==> src/rtl/fix_checksum_ctrl.sv <==
// fix_checksum_ctrl
//   Frames FIX messages from "8=" to "10=ddd<SOH>", drives the shared checksum
//   accumulator, converts the received ASCII checksum to binary and reports
//   one verdict per message.
// Ports:
//   clk, rst        clock (rising edge), synchronous active-low reset
//   data_i, valid_i incoming byte stream, no backpressure
//   acc_clr_o/acc_en_o/acc_data_o  combinational accumulator strobes
//   sum_i           current accumulator value
//   busy_o          a message is in progress
//   done_o, ok_o, err_o, csum_o    registered verdict (err: 0 none, 1 header,
//                   2 trailer format, 3 mismatch, 4 overlength)
module fix_checksum_ctrl #(
  parameter int unsigned MAX_LEN = 1024
) (
  input  logic       clk,
  input  logic       rst,
  input  logic [7:0] data_i,
  input  logic       valid_i,
  output logic       acc_clr_o,
  output logic       acc_en_o,
  output logic [7:0] acc_data_o,
  input  logic [7:0] sum_i,
  output logic       busy_o,
  output logic       done_o,
  output logic       ok_o,
  output logic [2:0] err_o,
  output logic [7:0] csum_o
);

  localparam int unsigned CW = $clog2(MAX_LEN + 1);
  localparam logic [7:0] SOH = 8'h01;

  typedef enum logic [3:0] {
    IDLE, HDR_EQ, BODY, T1, T0, TEQ, D0, D1, D2, TERM
  } state_t;

  state_t        state;
  logic [7:0]    pend;
  logic [9:0]    val;
  logic [CW-1:0] len_cnt;

  logic          overlen;
  logic [7:0]    tag_byte;
  logic          is_digit;
  logic [9:0]    val_next;
  logic          fin;
  logic          fin_ok;
  logic [2:0]    fin_err;

  // Current byte would be number MAX_LEN+1 of the message.
  assign overlen  = (len_cnt == CW'(MAX_LEN));
  assign is_digit = (data_i >= 8'h30) && (data_i <= 8'h39);
  // For ASCII '0'..'9' the low nibble is the digit value.
  assign val_next = (val * 10'd10) + {6'b0, data_i[3:0]};
  assign busy_o   = (state != IDLE);

  always_comb begin
    tag_byte = '0;
    case (state)
      T1:      tag_byte = 8'h31;
      T0:      tag_byte = 8'h30;
      TEQ:     tag_byte = 8'h3D;
      default: tag_byte = '0;
    endcase
  end

  // Accumulator strobes; trailer-tag bytes are held in pend until they are
  // known not to be the real "10=" tag, then flushed as one combined add.
  always_comb begin
    acc_clr_o  = 1'b0;
    acc_en_o   = 1'b0;
    acc_data_o = '0;
    if (valid_i) begin
      case (state)
        IDLE: if (data_i == 8'h38) begin
          acc_clr_o  = 1'b1;
          acc_en_o   = 1'b1;
          acc_data_o = data_i;
        end
        HDR_EQ: if (!overlen && data_i == 8'h3D) begin
          acc_en_o   = 1'b1;
          acc_data_o = data_i;
        end
        BODY: if (!overlen) begin
          acc_en_o   = 1'b1;
          acc_data_o = data_i;
        end
        T1, T0, TEQ: if (!overlen && data_i != tag_byte) begin
          acc_en_o   = 1'b1;
          acc_data_o = pend + data_i;
        end
        default: ;
      endcase
    end
  end

  // Message-terminating conditions and their verdict.
  always_comb begin
    fin     = 1'b0;
    fin_ok  = 1'b0;
    fin_err = 3'd0;
    if (valid_i && state != IDLE) begin
      if (overlen) begin
        fin     = 1'b1;
        fin_err = 3'd4;
      end else begin
        case (state)
          HDR_EQ: if (data_i != 8'h3D) begin
            fin     = 1'b1;
            fin_err = 3'd1;
          end
          D0, D1, D2: if (!is_digit) begin
            fin     = 1'b1;
            fin_err = 3'd2;
          end
          TERM: begin
            fin = 1'b1;
            if (data_i == SOH) begin
              fin_ok  = (val == {2'b0, sum_i});
              fin_err = (val == {2'b0, sum_i}) ? 3'd0 : 3'd3;
            end else begin
              fin_err = 3'd2;
            end
          end
          default: ;
        endcase
      end
    end
  end

  always_ff @(posedge clk) begin
    if (!rst) begin
      state   <= IDLE;
      pend    <= '0;
      val     <= '0;
      len_cnt <= '0;
      done_o  <= 1'b0;
      ok_o    <= 1'b0;
      err_o   <= '0;
      csum_o  <= '0;
    end else begin
      done_o <= 1'b0;
      if (valid_i) begin
        if (fin) begin
          done_o <= 1'b1;
          ok_o   <= fin_ok;
          err_o  <= fin_err;
          csum_o <= sum_i;
          state  <= IDLE;
          pend   <= '0;
          val    <= '0;
        end else begin
          if (state != IDLE) len_cnt <= len_cnt + CW'(1);
          case (state)
            IDLE: if (data_i == 8'h38) begin
              state   <= HDR_EQ;
              len_cnt <= CW'(1);
            end
            HDR_EQ: state <= BODY;
            BODY:   if (data_i == SOH) state <= T1;
            T1, T0, TEQ: begin
              if (data_i == tag_byte) begin
                case (state)
                  T1:      begin state <= T0;  pend <= pend + data_i; end
                  T0:      begin state <= TEQ; pend <= pend + data_i; end
                  default: begin state <= D0;  pend <= '0; end
                endcase
              end else begin
                pend  <= '0;
                state <= (data_i == SOH) ? T1 : BODY;
              end
            end
            D0: begin val <= val_next; state <= D1;   end
            D1: begin val <= val_next; state <= D2;   end
            D2: begin val <= val_next; state <= TERM; end
            default: state <= IDLE;
          endcase
        end
      end
    end
  end

endmodule
==> config.mk <==
export PLATFORM = sky130hd
export DESIGN_NAME = fix_checksum_ctrl
export DESIGN_NICKNAME = d
export VERILOG_FILES = /design/src/rtl/fix_checksum_ctrl.sv
export SDC_FILE = /design/constraint.sdc
export NUM_CORES = 1
export LEC_CHECK = 0
export BUFFER_PORTS_ARGS = -buffer_cell sky130_fd_sc_hd__buf_2
export CAP_MARGIN = 20
export CORE_MARGIN = 5
export CORE_UTILIZATION = 34
export DETAILED_ROUTE_END_ITERATION = 6
export PLACE_DENSITY = 0.52
export SYNTH_ARGS = -nofsm -noshare
export SYNTH_HDL_FRONTEND = slang
export SYNTH_SLANG_ARGS = --single-unit
==> constraint.sdc <==
create_clock -name clk -period 3.4 [get_ports clk]
set_input_delay 0.34 -clock clk [delete_from_list [all_inputs] [get_ports clk]]
set_output_delay 0.34 -clock clk [all_outputs]
set_load 0.01 [all_outputs]
==> results.json, run 1 <==
{
  "start_kind": "flop",
  "core_area_um2": 10300,
  "met3WireLength_um": 589,
  "drt_iter0_markers": 269,
  "cts_max_level": 2,
  "grt_max_degree": 61,
  "drv_slew": 0,
  "cts_buffers": 5,
  "whs_ns": 0.307,
  "syn_area_um2": 3560,
  "hold_viol": 0,
  "grt_overflow": 0,
  "leakage_uw": 0.00165,
  "drive_gt1_share_pct": 18.0,
  "dr.pass1.iters": 5,
  "syn_area_per_cell_um2": 8.04,
  "fp.dieW_um": 112,
  "cts.repair.resized": 0,
  "yosysWarnings": 0,
  "finalNetCount": 527,
  "clockBufferDepth": 2,
  "cts_tree": "done",
  "vias_per_cell": 5.51,
  "power_density_nw_per_um2": 260,
  "diodes": 0,
  "initial_core_util_pct": 34.6,
  "dr_wl_met2_um": 4180,
  "synth_area_leader_cell": "dfxtp_1",
  "io_pins": 43,
  "finalWorstSetupSlack_ns": 0.275,
  "wl_per_cell_um": 15.8,
  "drt_wl_total_um": 9800,
  "cts_sinks": 46,
  "cts_root_buffer": "clkbuf_8",
  "rsz0062_at_grt": "no",
  "die_y_um": 112,
  "crit_fanout": 19,
  "post_cts_buffers": 0,
  "synth_top_flop_cell": "dfxtp_1",
  "finClkSkew_ns": 0.0141,
  "setup_tns_ns": 0,
  "timing.fmax_mhz": 320,
  "postCtsHoldBufs": 0,
  "synth_top_area_share_pct": 25.9,
  "maxCapViolations": 0,
  "syn_to_final_growth_pct": 13.8,
  "dp_hpwl_um": 7360,
  "outcome": "finished clean",
  "dieArea_um2": 12600,
  "synth_edf_count": 0,
  "cp-end-kind": "primary output",
  "vias": 3412,
  "fillers": 1084,
  "netlist_instances": 443,
  "gp_congestion": 0.866,
  "tightestPinTransition_ns": 0.960,
  "placement.cell_area_um2": 3930,
  "relSlewSlack_pct": 36.0,
  "grt_pass1_vias": 3251,
  "stdcell_area_um2": 4050,
  "synthesis.nets": 488,
  "ant_nets": 0,
  "rows": 37,
  "ir_worst_vdd_mv": 0.172,
  "cp.arrival_ns": 2.78,
  "grt_use_total_pct": 15.6,
  "fin_crit_sh_pct": 91.9,
  "setup_viol": 0,
  "clock_latency_ns": 0.31,
  "drc_errors": 0,
  "yosysUniqueCellTypes": 75,
  "yosys-top-cells-area": "dfxtp_1 26%, ha_1 8.1%, nand2_1 6.1%, xor2_1 3.9%, nor2_1 3.5%",
  "async_flop_share_pct": 0,
  "criticalPathCategory": "reg -> out",
  "grt_pass1_wl_um": 16400,
  "clk_pin_slew_ns": 0.09,
  "place_ws_ns": 0.540,
  "hp-class": "in -> reg",
  "ys_seq_elements": 46,
  "wl_met1_um": 4950,
  "portBuffers": 42,
  "topRoutingLayerUsed": "met4",
  "required_ns": 3.06,
  "seq_area_frac_synth_pct": 25.9,
  "antenna_found_initial": 0,
  "layout_min_cycle_time_ns": 3.12
}
## cell usage after synthesis (all sizes together), types with 11 or more instances
cell type,count
nor3,12
nand2,58
buf,11
dfxtp,46
inv,15
ha,23
nor2,34
clkbuf,11
a21oi,15
nand2b,12
a21boi,16
o21ai,14
nand3,15
xor2,16
## layer usage
| metal | up-vias | track usage, % |
|---|---|---|
| li1 | 1709 | - |
| met1 | 1583 | 23.1 |
| met5 | - | 0 |
| met3 | 10 | 2.80 |
| met4 | 0 | 3.04 |
| met2 | 110 | 23.8 |
## kinds of logic (layout without fill, tap and decap cells)
group           Yosys count  after routing  share of synthesized area [%]
compound gates          110            110                           23.4
buf+inv                  37             77                           4.29
flops                    46             46                           25.9
simple gates            197            197                           29.6
xor+xnor                 27             27                           7.03
fa+ha+maj                26             26                           9.77
## cells in the final DEF, fill, tap and decap left out, types with 14 or more instances in the layout
master / instances
dfxtp_1: 46
a21oi_1: 15
nor2_1: 33
inv_1: 15
xor2_1: 16
nand2_1: 58
a21boi_0: 14
buf_2: 42
nand3_1: 14
ha_1: 23
## worst max-delay path, cell delays in order (launching register included)
cell	delay, ns
dfxtp_1	0.74
inv_1	0.29
a221o_1	0.38
or3_1	0.34
a21oi_1	0.18
buf_4	0.19
nand2_1	0.06
a21oi_1	0.15
buf_2	0.16
## state kept, by name (all words and copies together), names as in the netlist
| signal | flops |
|---|---|
| err_o | 3 |
| ok_o | 1 |
| pend | 8 |
| len_cnt | 11 |
| done_o | 1 |
| csum_o | 8 |
| state | 4 |
| val | 10 |
## stage by stage
stage,util (%),total power [uW],std cells
after floorplan,-,599,443
after global placement,38.3,634,611
after detailed placement,38.3,634,611
after CTS,39.4,1070,619
after global routing,39.4,1100,619
final,39.4,1050,619
## power breakdown
part	total [uW]	switching (uW)	internal, uW
Clock	430	206	224
Combinational	82.8	53.6	29.2
Sequential	538	0.129	538
Total	1050	260	792
## final cells by class
type,count,area [um2],share of cell area [%]
multi-input cells,360,2490,61.4
inverters,15,56.3,1.39
flip-flops and latches,46,921,22.7
repair buffers,54,300,7.41
clock buffers,5,68.8,1.70
clock inverters,3,48.8,1.20
well taps,136,170,4.20
## worst paths after layout
check,start,slack [ns],end,cells after the start
setup / recovery,state[1]$_SDFFE_PN0P_,0.28,acc_data_o[3],8
hold / removal,sum_i[4],0.31,csum_o[4]$_SDFFE_PN0P_,3
setup reg to reg,val[1]$_SDFFE_PN0P_,0.52,val[9]$_SDFFE_PN0P_,8
hold reg to reg,csum_o[4]$_SDFFE_PN0P_,0.47,csum_o[4]$_SDFFE_PN0P_,2
No activity file was read; power rests on OpenSTA's default activity.
==> inputs of run 2 (changes only) <==
--- a/config.mk
+++ b/config.mk
@@ -7,7 +7,7 @@
 export LEC_CHECK = 0
 export BUFFER_PORTS_ARGS = -buffer_cell sky130_fd_sc_hd__buf_2
 export CAP_MARGIN = 20
-export CORE_MARGIN = 5
+export CORE_MARGIN = 4
 export CORE_UTILIZATION = 34
 export DETAILED_ROUTE_END_ITERATION = 6
 export PLACE_DENSITY = 0.52
==> constraint.sdc (replaced) <==
create_clock -name clk -period 3.4 [get_ports clk]
set_input_delay 0.34 -clock clk [delete_from_list [all_inputs] [get_ports clk]]
set_output_delay 0.34 -clock clk [all_outputs]
set_load 0.1 [all_outputs]
==> results.json, run 2 (same netlist as run 1, synthesis figures left out) <==
{
  "holdPathEnd": "csum_o[4]$_SDFFE_PN0P_",
  "largest_register": "len_cnt",
  "syn_to_final_growth_pct": 18.0,
  "grt_max_degree": 61,
  "io_pins": 43,
  "dieArea_um2": 12200,
  "vias": 3390,
  "cts_max_level": 2,
  "clk_pin_slew_ns": 0.10,
  "largest_reg_flops": 11,
  "most-common-layout-cells": "58 x nand2_1, 46 x dfxtp_1, 33 x buf_2, 25 x nor2_1, 23 x ha_1",
  "clockBufferDepth": 2,
  "drc_errors": 0,
  "dp_hpwl_um": 7290,
  "core_area_um2": 10300,
  "dr.pass1.iters": 4,
  "clock_latency_ns": 0.31,
  "r2r_end": "val[9]$_SDFFE_PN0P_",
  "drt_wl_total_um": 9830,
  "grt_pass1_wl_um": 16400,
  "rsz0062_at_grt": "no",
  "stdcell_area_um2": 4200,
  "post_cts_buffers": 0,
  "final_common_cell": "nand2_1",
  "grt_use_total_pct": 16.9,
  "drive_gt1_share_pct": 20.2,
  "fin_crit_sh_pct": 90.7,
  "required_ns": 3.06,
  "hp-start": "sum_i[4]",
  "cp.arrival_ns": 2.74,
  "start_kind": "flop",
  "final_cells": 621,
  "rows": 37,
  "rrSetupSlack_ns": 0.62,
  "power_density_nw_per_um2": 235,
  "criticalPathCategory": "reg -> out",
  "finClkSkew_ns": 0.0119,
  "cts_sinks": 46,
  "cp-end-kind": "primary output",
  "vias_per_cell": 5.46,
  "setup_tns_ns": 0,
  "fp.dieW_um": 110,
  "drt_iter0_markers": 255,
  "relSlewSlack_pct": 35.9,
  "cts_tree": "done",
  "tightestPinTransition_ns": 0.961,
  "die_y_um": 110,
  "worstRegToRegCells": 8,
  "largestRegisters": "len_cnt: 11 flops, val: 10 flops",
  "setup_viol": 0,
  "maxCapViolations": 0,
  "antenna_found_initial": 0,
  "crit_fanout": 19,
  "hold_path_depth": 3,
  "finalNetCount": 529,
  "fin_util_pct": 40.9,
  "postCtsHoldBufs": 0,
  "cts_root_buffer": "clkbuf_8",
  "wl_per_cell_um": 15.8,
  "rr_startpoint": "val[1]$_SDFFE_PN0P_",
  "place_ws_ns": 0.449,
  "ir_worst_vdd_mv": 0.141,
  "grt_overflow": 0,
  "hold_viol": 0,
  "finalWorstSetupSlack_ns": 0.316,
  "placement.cell_area_um2": 4110,
  "initial_core_util_pct": 34.6,
  "dpl.cell_count": 613,
  "gp_congestion": 0.871,
  "grt_pass1_vias": 3298,
  "outcome": "finished clean",
  "cts.repair.resized": 0,
  "leakage_uw": 0.00166,
  "portBuffers": 42,
  "drv_slew": 0,
  "ant_nets": 0,
  "diodes": 0,
  "layout_min_cycle_time_ns": 3.08,
  "hp-class": "in -> reg",
  "cts_buffers": 5,
  "timing.fmax_mhz": 324
}
## run 2: changes by cell type in the layout (fill, tap and decap cells not counted), moves of 2 or more
cell,change
buf_12,+9
buf_2,-9
nor2_1,-8
nor2_2,+8
buf_4,+2
## run 2: worst max-delay path by stage
stage                          to  cells after the start             startpoint  slack (ns)
global placement    acc_data_o[3]                      9              data_i[1]        0.37
detailed placement  acc_data_o[3]                      9              data_i[1]        0.45
global route        acc_data_o[3]                      8  state[1]$_SDFFE_PN0P_        0.13
finish              acc_data_o[3]                      8  state[1]$_SDFFE_PN0P_        0.32
CTS                 acc_data_o[3]                      8  state[1]$_SDFFE_PN0P_        0.33
floorplan           acc_data_o[3]                      7  state[1]$_SDFFE_PN0P_        0.08
## run 2: per-stage QoR
step / total power (uW) / hold WS, ns
after floorplan: 601 / 0.440
after global placement: 639 / 0.446
after detailed placement: 638 / 0.443
after CTS: 1000 / 0.289
after global routing: 1030 / 0.294
final: 989 / 0.295
## run 2: final cells by class
type	instances	area (um2)
repair buffers	56	450
flip-flops and latches	46	921
clock inverters	3	23.8
fillers	1067	6080
multi-input cells	360	2510
inverters	15	56.3
clock buffers	5	68.8
well taps	136	170
## run 2: report_power, final
group / leakage [uW] / switching (uW) / internal [uW]
Sequential: 0.000370 / 0.0705 / 538
Combinational: 0.00125 / 57.1 / 30.3
Clock: 0.0000408 / 215 / 148
## run 2: worst max-delay path, stage by stage, from the launching register on
cell,delay [ns]
dfxtp_1,0.70
inv_1,0.22
a221o_1,0.37
or3_1,0.33
a21oi_1,0.17
buf_4,0.18
nand2_1,0.07
a21oi_2,0.19
buf_12,0.20
## run 2: metal layers
| metal | part of all wire (%) | up-vias | GRT usage, % |
|---|---|---|---|
| met5 | 0 | - | 0 |
| met4 | 0.71 | 0 | 3.78 |
| met3 | 5.8 | 6 | 3.03 |
| met2 | 43 | 90 | 25.8 |
| met1 | 51 | 1580 | 24.7 |
| li1 | - | 1714 | - |
==> inputs of run 3 (changes only) <==
--- a/config.mk
+++ b/config.mk
@@ -5,6 +5,7 @@
 export SDC_FILE = /design/constraint.sdc
 export NUM_CORES = 1
 export LEC_CHECK = 0
+export ABC_AREA = 1
 export BUFFER_PORTS_ARGS = -buffer_cell sky130_fd_sc_hd__buf_2
 export CAP_MARGIN = 20
 export CORE_MARGIN = 4
==> results.json, run 3 <==
{
  "outcome": "finished clean",
  "grt_overflow": 0,
  "finalNetCount": 679,
  "fin_crit_sh_pct": 86.3,
  "relSlewSlack_pct": 41.8,
  "startpoint": "state[0]$_SDFFE_PN0P_",
  "core_area_um2": 10500,
  "cts.repair.resized": 0,
  "crit_chain": "inv_2 -> nor2_4 -> inv_2 -> nor2_2 -> inv_1 -> o21ai_0 -> nand2_1 -> inv_1 -> o21ai_0 -> a21oi_1 -> buf_2",
  "drv_slew": 0,
  "largestRegisters": "len_cnt: 11 flops, val: 10 flops",
  "timing.fmax_mhz": 341,
  "grt_max_degree": 25,
  "hold_viol": 0,
  "setup_tns_ns": 0,
  "largest_reg_flops": 11,
  "yosysMostFrequentCell": "nand2_1",
  "layout_min_cycle_time_ns": 2.93,
  "die_y_um": 113,
  "synthTopCellsByCount": "182 x nand2_1, 65 x inv_1, 63 x nor2_1",
  "drt_iter0_markers": 211,
  "clockBufferDepth": 2,
  "cp.arrival_ns": 2.59,
  "criticalPathCategory": "reg -> out",
  "post_cts_buffers": 0,
  "postCtsHoldBufs": 0,
  "tightestPinTransition_ns": 0.872,
  "syn_area_per_cell_um2": 6.26,
  "finClkSkew_ns": 0.00830,
  "rsz0062_at_grt": "no",
  "initial_core_util_pct": 35.4,
  "cts_sinks": 46,
  "maxCapViolations": 0,
  "grt_use_total_pct": 16.7,
  "synth_top_flop_cell": "dfxtp_1",
  "io_pins": 43,
  "synth_area_leader_cell": "dfxtp_1",
  "synth_edf_count": 0,
  "grt_pass1_wl_um": 17500,
  "ir_worst_vdd_mv": 0.208,
  "clk_pin_slew_ns": 0.09,
  "rr_startpoint": "val[1]$_SDFFE_PN0P_",
  "hp-class": "in -> reg",
  "crit_fanout": 7,
  "cts_tree": "done",
  "cp-end-kind": "primary output",
  "drive_gt1_share_pct": 14.3,
  "dr.pass1.iters": 4,
  "clock_latency_ns": 0.31,
  "most-common-layout-cells": "182 x nand2_1, 65 x inv_1, 63 x nor2_1, 46 x nand3_1, 46 x dfxtp_1",
  "crit_slowest_cell": "buf_2",
  "dieArea_um2": 12700,
  "setup_viol": 0,
  "cts_max_level": 2,
  "syn_area_um2": 3720,
  "fp.dieW_um": 113,
  "fin_util_pct": 39.6,
  "diodes": 0,
  "antenna_found_initial": 0,
  "grt_pass1_vias": 3652,
  "yosys-top-cells-area": "dfxtp_1 25%, nand2_1 18%, ha_1 7.7%, inv_1 6.6%, nor2_1 6.4%",
  "cp_top_family": "buffers and inverters",
  "yosysWarnings": 0,
  "hp-start": "sum_i[0]",
  "drc_errors": 0,
  "syn_to_final_growth_pct": 12.0,
  "required_ns": 3.06,
  "yosysUniqueCellTypes": 43,
  "rows": 37,
  "drt_wl_total_um": 10300,
  "synthesis.nets": 639,
  "final_common_cell": "nand2_1",
  "gp_congestion": 0.844,
  "cts_root_buffer": "clkbuf_8",
  "dp_hpwl_um": 8130,
  "netlist_instances": 594,
  "synth_top_area_share_pct": 24.8,
  "vias_per_cell": 4.97,
  "ys_seq_elements": 46,
  "seq_area_frac_synth_pct": 24.8,
  "crit_path_max_incr_delay_ns": 0.45,
  "whs_ns": 0.253,
  "leakage_uw": 0.00204,
  "largest_register": "len_cnt",
  "ant_nets": 0,
  "async_flop_share_pct": 0,
  "power_density_nw_per_um2": 355,
  "wl_per_cell_um": 13.4,
  "portBuffers": 42,
  "cts_buffers": 5,
  "vias": 3835,
  "worst-path-buf-inv": 5,
  "start_kind": "flop"
}
## run 3: cell types whose count changed after synthesis, moves of 15 or more
| cell | before | now |
|---|---|---|
| nand2_1 | 58 | 182 |
| inv_1 | 15 | 65 |
| nand3_1 | 14 | 46 |
| nor2_1 | 33 | 63 |
| a21oi_1 | 15 | 39 |
| nand4_1 | 5 | 20 |
## run 3: worst reg2reg max path, stage by stage (launching register included)
cell and delay (ns):
dfxtp_1 0.47, ha_1 0.28, ha_1 0.23, inv_1 0.07
fa_1 0.43, inv_1 0.09, nand3_1 0.11, nor2_1 0.15
nand3_1 0.11, nor2_1 0.10, nand2_1 0.05, nand2_1 0.06
nor2_1 0.04, nand2_1 0.06, a21oi_1 0.05
## run 3: worst paths after layout
kind,end,slack [ns],cells past startpoint
max,acc_data_o[3],0.47,11
min reg2reg,csum_o[5]$_SDFFE_PN0P_,0.45,2
min,csum_o[0]$_SDFFE_PN0P_,0.25,3
max reg2reg,val[9]$_SDFFE_PN0P_,0.95,14
## run 3: cell families (layout without fill, tap and decap cells)
logic type | count (synthesis) | count (layout) | synth area share [%]
xor+xnor | 11 | 11 | 2.59
fa+ha+maj | 26 | 26 | 9.36
compound gates | 71 | 71 | 10.6
buf+inv | 87 | 128 | 9.42
simple gates | 353 | 353 | 43.3
flops | 46 | 46 | 24.8
## run 3: power by group
group / switching [uW] / internal (uW) / leakage (uW) / total (uW)
combinational: 362 / 121 / 0.00161 / 482
clock: 202 / 220 / 0.0000514 / 422
sequential: 18.8 / 555 / 0.000371 / 574
total: 583 / 895 / 0.00204 / 1480
## run 3: area by class of cell
cell class	count	area (um2)
inverters	78	295
clock buffers	6	72.6
multi-input cells	461	2460
repair buffers	42	210
clock inverters	2	37.5
flip-flops and latches	46	921
well taps	136	170
fillers	1160	6340
## run 3: layer usage
layer  track usage [%]  routed length [um]  vias to the layer above
met1              23.0                5270                     1743
met4              3.77                  64                        0
met2              27.1                4580                       77
met3              3.18                 424                        6
met5                 0                   0                        -
li1                  -                   -                     2009
## run 3: metrics by stage
stage                     setup slack (ns)  area [um2]  power (uW)  cells
after global placement               0.751        4050        1070    763
after CTS                            0.491        4160        1500    771
after detailed placement             0.764        4050        1070    763
final                                0.465        4160        1480    771
after floorplan                     0.0275        3730         967    594
after global routing                 0.208        4160        1570    771
